<file path="config.mk">
export PLATFORM = sky130hd
export DESIGN_NAME = ecc_bus_sequencer
export DESIGN_NICKNAME = d
export VERILOG_FILES = /design/src/rtl/ecc_bus_sequencer.sv
export SDC_FILE = /design/constraint.sdc
export NUM_CORES = 1
export LEC_CHECK = 0
export BUFFER_PORTS_ARGS = -buffer_cell sky130_fd_sc_hd__buf_2
export CORE_MARGIN = 2
export CORE_UTILIZATION = 40
export CTS_BUF_LIST = sky130_fd_sc_hd__clkbuf_4
export DETAILED_ROUTE_END_ITERATION = 10
export MAX_ROUTING_LAYER = met4
export PLACE_DENSITY = 0.59
export SKIP_CTS_REPAIR_TIMING = 1
export SYNTH_ARGS = -nofsm -noshare
export SYNTH_HDL_FRONTEND = slang
export SYNTH_SLANG_ARGS = --single-unit
</file>
<file path="constraint.sdc">
create_clock -name clk -period 1.4 [get_ports clk]
set_input_delay 0.28 -clock clk [delete_from_list [all_inputs] [get_ports clk]]
set_output_delay 0.28 -clock clk [all_outputs]
set_load 0.05 [all_outputs]
</file>
<file path="src/rtl/ecc_bus_sequencer.sv">
// ecc_bus_sequencer
//   Sequences one MCU access at a time onto the ECC bridge. A legal request
//   walks through SETUP (direction + ECC code settle, chips deselected),
//   ACCESS (chips selected) and TURN (chips deselected, bus back to read)
//   before the next request can be accepted. An illegal ECC code (2'b11)
//   gets a one-cycle error response and never touches the bus.
//
// Ports
//   clk, rst_n             clock, asynchronous active-low reset
//   req_valid/req_ready    request handshake (transfer on valid & ready)
//   req_write, req_ecc     request attributes, sampled on the accept edge only
//   rsp_valid, rsp_err     one-cycle completion pulse and its error flag
//   rd_capture             one-cycle pulse in the last ACCESS cycle of a read
//   write_en, chip_sel,    bridge controls (write_en 0 = write direction,
//   ecc_sel                chip_sel 2'b00 = selected, 2'b11 = deselected)
//
// Every output comes straight from a flop; the next-cycle values are built
// in always_comb from the next state so outputs line up with the state.

module ecc_bus_sequencer #(
    parameter int SETUP_CYC  = 1,
    parameter int ACCESS_CYC = 2,
    parameter int TURN_CYC   = 1
) (
    input  logic       clk,
    input  logic       rst_n,
    input  logic       req_valid,
    output logic       req_ready,
    input  logic       req_write,
    input  logic [1:0] req_ecc,
    output logic       rsp_valid,
    output logic       rsp_err,
    output logic       rd_capture,
    output logic       write_en,
    output logic [1:0] chip_sel,
    output logic [1:0] ecc_sel
);

    localparam int MAX_SA  = (SETUP_CYC > ACCESS_CYC) ? SETUP_CYC : ACCESS_CYC;
    localparam int MAX_CYC = (MAX_SA > TURN_CYC) ? MAX_SA : TURN_CYC;
    localparam int CW      = $clog2(MAX_CYC + 1);

    localparam logic [CW-1:0] CNT_ONE    = CW'(1);
    localparam logic [CW-1:0] CNT_TWO    = CW'(2);
    localparam logic [CW-1:0] CNT_SETUP  = CW'(SETUP_CYC);
    localparam logic [CW-1:0] CNT_ACCESS = CW'(ACCESS_CYC);
    localparam logic [CW-1:0] CNT_TURN   = CW'(TURN_CYC);

    typedef enum logic [2:0] {IDLE, SETUP, ACCESS, TURN, ERR} state_t;

    state_t        state_q, state_d;
    logic [CW-1:0] cnt_q, cnt_d;
    logic          wr_q, wr_d;
    logic          req_ready_q, req_ready_d;
    logic          rsp_valid_q, rsp_valid_d;
    logic          rsp_err_q, rsp_err_d;
    logic          rd_capture_q, rd_capture_d;
    logic          write_en_q, write_en_d;
    logic [1:0]    chip_sel_q, chip_sel_d;
    logic [1:0]    ecc_sel_q, ecc_sel_d;

    always_comb begin
        state_d      = state_q;
        cnt_d        = cnt_q;
        wr_d         = wr_q;
        req_ready_d  = 1'b0;
        rsp_valid_d  = 1'b0;
        rsp_err_d    = 1'b0;
        rd_capture_d = 1'b0;
        write_en_d   = write_en_q;
        chip_sel_d   = chip_sel_q;
        ecc_sel_d    = ecc_sel_q;
        case (state_q)
            IDLE: begin
                // req_ready_q is low for the first cycle out of reset, so a
                // held req_valid is not taken until the sequencer advertises.
                if (req_valid && req_ready_q) begin
                    wr_d = req_write;
                    if (req_ecc == 2'b11) begin
                        state_d     = ERR;
                        cnt_d       = CNT_ONE;
                        rsp_valid_d = 1'b1;
                        rsp_err_d   = 1'b1;
                    end else begin
                        state_d    = SETUP;
                        cnt_d      = CNT_SETUP;
                        ecc_sel_d  = req_ecc;
                        write_en_d = ~req_write;
                        chip_sel_d = 2'b11;
                    end
                end else begin
                    req_ready_d = 1'b1;
                end
            end
            SETUP: begin
                if (cnt_q == CNT_ONE) begin
                    state_d    = ACCESS;
                    cnt_d      = CNT_ACCESS;
                    chip_sel_d = 2'b00;
                    // single-cycle access: the first ACCESS cycle is also the last
                    rd_capture_d = !wr_q && (ACCESS_CYC == 1);
                end else begin
                    cnt_d = cnt_q - CNT_ONE;
                end
            end
            ACCESS: begin
                if (cnt_q == CNT_ONE) begin
                    // deselect and release the bus on the same edge; write_en
                    // moving here is safe because chip_sel leaves 00 with it
                    state_d     = TURN;
                    cnt_d       = CNT_TURN;
                    chip_sel_d  = 2'b11;
                    write_en_d  = 1'b1;
                    rsp_valid_d = 1'b1;
                end else begin
                    cnt_d        = cnt_q - CNT_ONE;
                    rd_capture_d = !wr_q && (ACCESS_CYC > 1) && (cnt_q == CNT_TWO);
                end
            end
            TURN: begin
                if (cnt_q == CNT_ONE) begin
                    state_d     = IDLE;
                    cnt_d       = '0;
                    req_ready_d = 1'b1;
                end else begin
                    cnt_d = cnt_q - CNT_ONE;
                end
            end
            ERR: begin
                state_d     = IDLE;
                cnt_d       = '0;
                req_ready_d = 1'b1;
            end
            default: begin
                state_d     = IDLE;
                cnt_d       = '0;
                chip_sel_d  = 2'b11;
                write_en_d  = 1'b1;
                req_ready_d = 1'b1;
            end
        endcase
    end

    always_ff @(posedge clk or negedge rst_n) begin
        if (!rst_n) begin
            state_q      <= IDLE;
            cnt_q        <= '0;
            wr_q         <= 1'b0;
            req_ready_q  <= 1'b0;
            rsp_valid_q  <= 1'b0;
            rsp_err_q    <= 1'b0;
            rd_capture_q <= 1'b0;
            write_en_q   <= 1'b1;
            chip_sel_q   <= 2'b11;
            ecc_sel_q    <= 2'b00;
        end else begin
            state_q      <= state_d;
            cnt_q        <= cnt_d;
            wr_q         <= wr_d;
            req_ready_q  <= req_ready_d;
            rsp_valid_q  <= rsp_valid_d;
            rsp_err_q    <= rsp_err_d;
            rd_capture_q <= rd_capture_d;
            write_en_q   <= write_en_d;
            chip_sel_q   <= chip_sel_d;
            ecc_sel_q    <= ecc_sel_d;
        end
    end

    assign req_ready  = req_ready_q;
    assign rsp_valid  = rsp_valid_q;
    assign rsp_err    = rsp_err_q;
    assign rd_capture = rd_capture_q;
    assign write_en   = write_en_q;
    assign chip_sel   = chip_sel_q;
    assign ecc_sel    = ecc_sel_q;

endmodule

</file>
# Word-level counts from Yosys, hierarchy flattened
# Index checks and enable logic that the tools add are counted.
# classes
div_mod_pow	0
n_reduce_logical	12
multipliers	0
mux	29
n_eq_ne	12
shift	0
n_addsub	1
magnitude_cmp	0
n_bitwise	4
# ops
op	count
2-to-1 mux 2 bit	8
case mux 2 bit (4 select lines)	2
2-to-1 mux 3 bit	5
case mux 3 bit (4 select lines)	1
2-to-1 mux 1 bit	10
inequality test 2 bit, second input constant	5
AND reduction 4 bit	2
equality test 3 x 2 -> 1 bit, second input constant	2
case mux 1 bit (3 select lines)	2
AND reduction 5 bit	1
equality test 2 bit, second input constant	2
NOT 1 bit	4
OR reduction 2 bit	2
equality test 3 x 1 -> 1 bit, second input constant	1
equality test 3 bit, second input constant	1
logical NOT 3 bit	1
AND reduction 3 bit	1
OR reduction 3 bit	1
equality test 2 x 1 -> 1 bit, second input constant	1
logical AND 1 bit	2
case mux 1 bit (2 select lines)	1
AND reduction 2 bit	1
subtractor 2 x 1 -> 2 bit, second input constant	1
logical NOT 1 bit	1
# word_totals
memories	0
ff_bits	15
elab_cells	68
latchBits	0
ramBits	0
in_bits	6
romBits	0

# Depth between registers and ports, before layout
# logic_depth
depth_word	4
mapped_depth	5
depth_no_buf	5

# Worst setup path after synthesis
# Ideal clock, no wire load.
# synth_path
path_kind	register to register
start	reg req_ready_q, in the netlist req_ready
end	reg state_q[0]
t_required_ps	1301
stages_incl_launch_ff	4
period_less_slack_ps	1526
arrival_time_ps	1427
path_slack_ps	-126
n_path_buf	0
cell_sequence	dfrtp_1 nand2_1 or3b_1 a311oi_1
# synth_between
elab_chain_len	3
# synth_lines
element	line	text
from (decl)	54	logic req_ready_q, req_ready_d;
from (signal assigned)	160	req_ready_q <= req_ready_d;
logical AND 1 bit	77	if (req_valid && req_ready_q) begin
inequality test 2 bit (no source line)	-	
AND reduction 4 bit (no source line)	-	
to (signal assigned)	157	state_q <= state_d;
to (decl)	51	state_t state_q, state_d;
# Every way passes these cells.
# A chain may end at the register's enable or synchronous reset.

==> metrics.txt <==
# TYPE chip_impl_metric gauge
chip_impl_info{name="critPathKind",value="flop to primary output"} 1
chip_impl_metric{name="setup_slack",unit="ns"} 0.0177
chip_impl_metric{name="crit_fanout",unit=""} 4
chip_impl_metric{name="cap_viol_max_count",unit=""} 0
chip_impl_metric{name="clkSinkCount",unit=""} 14
chip_impl_metric{name="row_cnt",unit=""} 15
chip_impl_metric{name="skew",unit="ns"} 0.000547
chip_impl_metric{name="detailedRoute.firstIterationViolations",unit=""} 24
chip_impl_metric{name="worst_hold_slack",unit="ns"} 0.242
chip_impl_metric{name="grt.overflow.total",unit=""} 0
chip_impl_metric{name="postSynthCellCount",unit=""} 66
chip_impl_info{name="synth_top_family_by_area",value="simple AND/OR/NAND/NOR gates"} 1
chip_impl_metric{name="grt_use_total",unit=""} 0.165
chip_impl_info{name="setup.worst_path.end_class",value="primary output"} 1
chip_impl_metric{name="antenna_cells",unit=""} 0
chip_impl_metric{name="worst-slew-pin-transition",unit="ns"} 0.382
chip_impl_metric{name="power_density",unit="nW/um^2"} 2320
chip_impl_metric{name="via_count",unit=""} 589
chip_impl_metric{name="cts.path.max_buffers",unit=""} 2
chip_impl_metric{name="io_buffer_count",unit=""} 14
chip_impl_metric{name="grt_antenna_before_repair",unit=""} 0
chip_impl_info{name="outcome",value="finished, final reports clean"} 1
chip_impl_metric{name="fp.coreArea",unit="sq um"} 1710
chip_impl_metric{name="route.detailed.drc",unit=""} 0
chip_impl_info{name="clk_root_buffer_cell",value="sky130_fd_sc_hd__clkbuf_4"} 1
chip_impl_metric{name="ioPinCount",unit=""} 15
chip_impl_metric{name="drive_gt1_frac",unit=""} 0.370
chip_impl_metric{name="wl_per_cell",unit="um"} 12.3
chip_impl_metric{name="cts-htree-levels",unit=""} 1
chip_impl_info{name="hold_path.startpoint",value="req_write"} 1
chip_impl_metric{name="final_period_minus_worst_setup_slack",unit="ns"} 1.38
chip_impl_metric{name="detail-route-antenna-nets",unit=""} 0
chip_impl_metric{name="cts_buffers",unit=""} 3
chip_impl_metric{name="flow.area_growth_from_synthesis",unit="%"} 27.4
chip_impl_metric{name="max_freq",unit="GHz"} 0.723
chip_impl_metric{name="ys_ff_latch",unit=""} 14
chip_impl_info{name="grt_setup_unrepaired",value="yes"} 1
chip_impl_metric{name="netlist-cell-type-count",unit=""} 33
chip_impl_info{name="cp_cell_sequence",value="buf_2"} 1
chip_impl_metric{name="slowest_delay",unit="ns"} 0.56
chip_impl_metric{name="p_leak",unit="nW"} 0.423
chip_impl_metric{name="yosys-mux-area-fraction",unit=""} 0.0158
chip_impl_metric{name="worst-path-buf-inv",unit=""} 1
chip_impl_metric{name="yosys.area_share.simple",unit=""} 0.214
chip_impl_metric{name="firstDrtPassIters",unit=""} 2
chip_impl_metric{name="fillerInstances",unit=""} 150
chip_impl_metric{name="die_height",unit="um"} 46.2
chip_impl_metric{name="floorplan.die_area",unit="sq um"} 2140
chip_impl_info{name="hp-class",value="input port to flop"} 1
chip_impl_metric{name="routed_via_density",unit=""} 5.03
chip_impl_metric{name="worst_setup_hold_path_clk_slew",unit="ns"} 0.09
chip_impl_metric{name="synth.yosys.warnings",unit=""} 0
chip_impl_metric{name="synth_area_per_cell",unit="sq um"} 10.8
chip_impl_metric{name="route.final.wire_length",unit="mm"} 1.44
chip_impl_metric{name="synth_xor_area_frac",unit=""} 0.0123
chip_impl_metric{name="net_count_after_synthesis",unit=""} 76
chip_impl_metric{name="yosysSeqAreaShare",unit=""} 0.495
chip_impl_metric{name="synth_compound_area_frac",unit=""} 0.146
chip_impl_metric{name="synthesis.area",unit="sq um"} 713
chip_impl_metric{name="die_outline_width",unit="um"} 46.2
chip_impl_metric{name="fin_crit_sh",unit=""} 0.987
chip_impl_metric{name="vdd_ir_drop_max",unit="mV"} 0.868
chip_impl_metric{name="initial_core_util",unit=""} 0.418
chip_impl_info{name="critical-path-top-delay-family",value="flip-flops"} 1
chip_impl_metric{name="layout.nets",unit=""} 103
chip_impl_metric{name="max-slew-margin-rel",unit=""} 0.745
chip_impl_metric{name="place.detailed.hpwl",unit="mm"} 1.05
chip_impl_metric{name="setup_violations",unit=""} 0
chip_impl_info{name="worstSetupStartpointType",value="flop"} 1
chip_impl_metric{name="detailedPlace.worstSlack",unit="ns"} 0.0924
chip_impl_metric{name="critPathArrivalTime",unit="ns"} 1.10
chip_impl_metric{name="first_global_vias",unit=""} 545
chip_impl_metric{name="synthAdderAreaFrac",unit=""} 0.0702
chip_impl_info{name="regToRegStartpoint",value="cnt_q[0]$_DFFE_PN0P_"} 1
chip_impl_metric{name="final_report_max_slew_violation_count",unit=""} 0
chip_impl_metric{name="critical_path_required",unit="ns"} 1.12
chip_impl_metric{name="routabilityCongestion",unit=""} 0.781
chip_impl_info{name="worst_path_max_delay_cell",value="sky130_fd_sc_hd__dfstp_2"} 1
chip_impl_metric{name="grt_pass1_wl",unit="mm"} 2.38
chip_impl_metric{name="grt_start_max_net_pins",unit=""} 15
chip_impl_info{name="cts_tree",value="done"} 1
chip_impl_metric{name="hold_violations",unit=""} 0
chip_impl_info{name="critPathLaunch",value="chip_sel[0]$_DFFE_PN1P_"} 1
chip_impl_metric{name="clock_latency",unit="ns"} 0.28
## placed cells by master, fill, tap and decap left out, drive strengths merged, types with 2 or more instances in the layout
| master | Yosys | final |
|---|---|---|
| buf | 2 | 23 |
| dfrtp | 12 | 12 |
| nor2 | 5 | 5 |
| nor3 | 5 | 5 |
| nand2 | 4 | 4 |
| ha | 4 | 4 |
| clkbuf | 1 | 4 |
| inv | 3 | 3 |
| a211oi | 3 | 3 |
| a21oi | 3 | 3 |
| o22a | 2 | 2 |
| dfstp | 2 | 2 |
| a221o | 2 | 2 |
## metrics by stage
stage | std cells | cell area, sq um | setup TNS, ns | power, W | util
6_report | 117 | 908 | 0 | 0.00211 | 0.532
5_1_grt | 117 | 908 | -0.0592 | 0.00227 | 0.532
4_1_cts | 116 | 895 | 0 | 0.00212 | 0.524
3_5_place_dp | 112 | 868 | 0 | 0.00187 | 0.508
3_3_place_gp | 112 | 868 | 0 | 0.00186 | 0.508
2_1_floorplan | 66 | 714 | 0 | 0.00154 | -
## registers in the layout (all words and copies together), names as in the netlist
register,flops
wr_q,1
rd_capture,1
ecc_sel,2
req_ready,1
cnt_q,2
state_q,3
chip_sel,1
rsp_valid,1
write_en,1
rsp_err,1
## power breakdown
| group | switching (W) | total (W) | internal [W] | leakage (nW) |
|---|---|---|---|---|
| logic | 0.000710 | 0.00118 | 0.000472 | 0.236 |
| registers | 0.000111 | 0.000687 | 0.000575 | 0.172 |
| clock network | 0.000137 | 0.000241 | 0.000104 | 0.0154 |
| total | 0.000958 | 0.00211 | 0.00115 | 0.423 |
## cells in the mapped netlist (all sizes together)
cell type   n  area share
a2111oi     1       0.012
a211oi      3       0.032
a21oi       3       0.021
a221o       2       0.030
a311oi      1       0.012
and2        1      0.0088
and3b       1       0.012
and4        1       0.012
buf         2       0.026
clkbuf      1      0.0053
dfrtp      12        0.42
dfstp       2       0.074
ha          4       0.070
inv         3       0.016
mux2        1       0.016
nand2       4       0.021
nand2b      1      0.0088
nand3       1      0.0070
nand3b      1       0.011
nor2        5       0.026
nor3        5       0.035
nor3b       1       0.011
nor4        1      0.0088
nor4b       1       0.012
o22a        2       0.025
o31a        1       0.014
or2         1      0.0088
or2b        1       0.011
or3         1      0.0088
or3b        1       0.012
xnor2       1       0.012
## layout make-up
cell class / instances / area [sq um] / area share
Inverter: 3 / 11.3 / 0.0124
Tap cell: 25 / 31.3 / 0.0344
Timing Repair Buffer: 25 / 158 / 0.174
Clock inverter: 1 / 3.75 / 0.00413
Multi-Input combinational cell: 46 / 328 / 0.361
Sequential cell: 14 / 354 / 0.390
Clock buffer: 3 / 22.5 / 0.0248
## final timing paths
kind	end	slack, ns	cells past startpoint
worst max-delay path	chip_sel[1]	0.02	1
worst min-delay path	wr_q$_DFFE_PN0P_	0.24	2
worst min register to register	ecc_sel[0]$_DFFE_PN0P_	0.50	1
worst max register to register	write_en$_DFFE_PN1P_	0.08	3
min in group asynchronous	rsp_err$_DFF_PN0_	0.42	2
max in group asynchronous	chip_sel[0]$_DFFE_PN1P_	0.70	2
## cell families after synthesis
kind of cell / Yosys count
buffers and inverters: 6
and+or+nand+nor: 27
AOI/OAI and AO/OA: 13
DFF: 14
xor gates and xnor gates: 1
muxes: 1
adders and majority gates: 4
## layer usage
metal / vias to the layer above / track usage / wire, um
li1: 296 / - / -
met1: 278 / 0.220 / 731
met2: 11 / 0.225 / 644
met3: 4 / 0.0235 / 35
met4: 0 / 0.120 / 32
met5: - / - / 0
(Power assumes the default switching activity.)
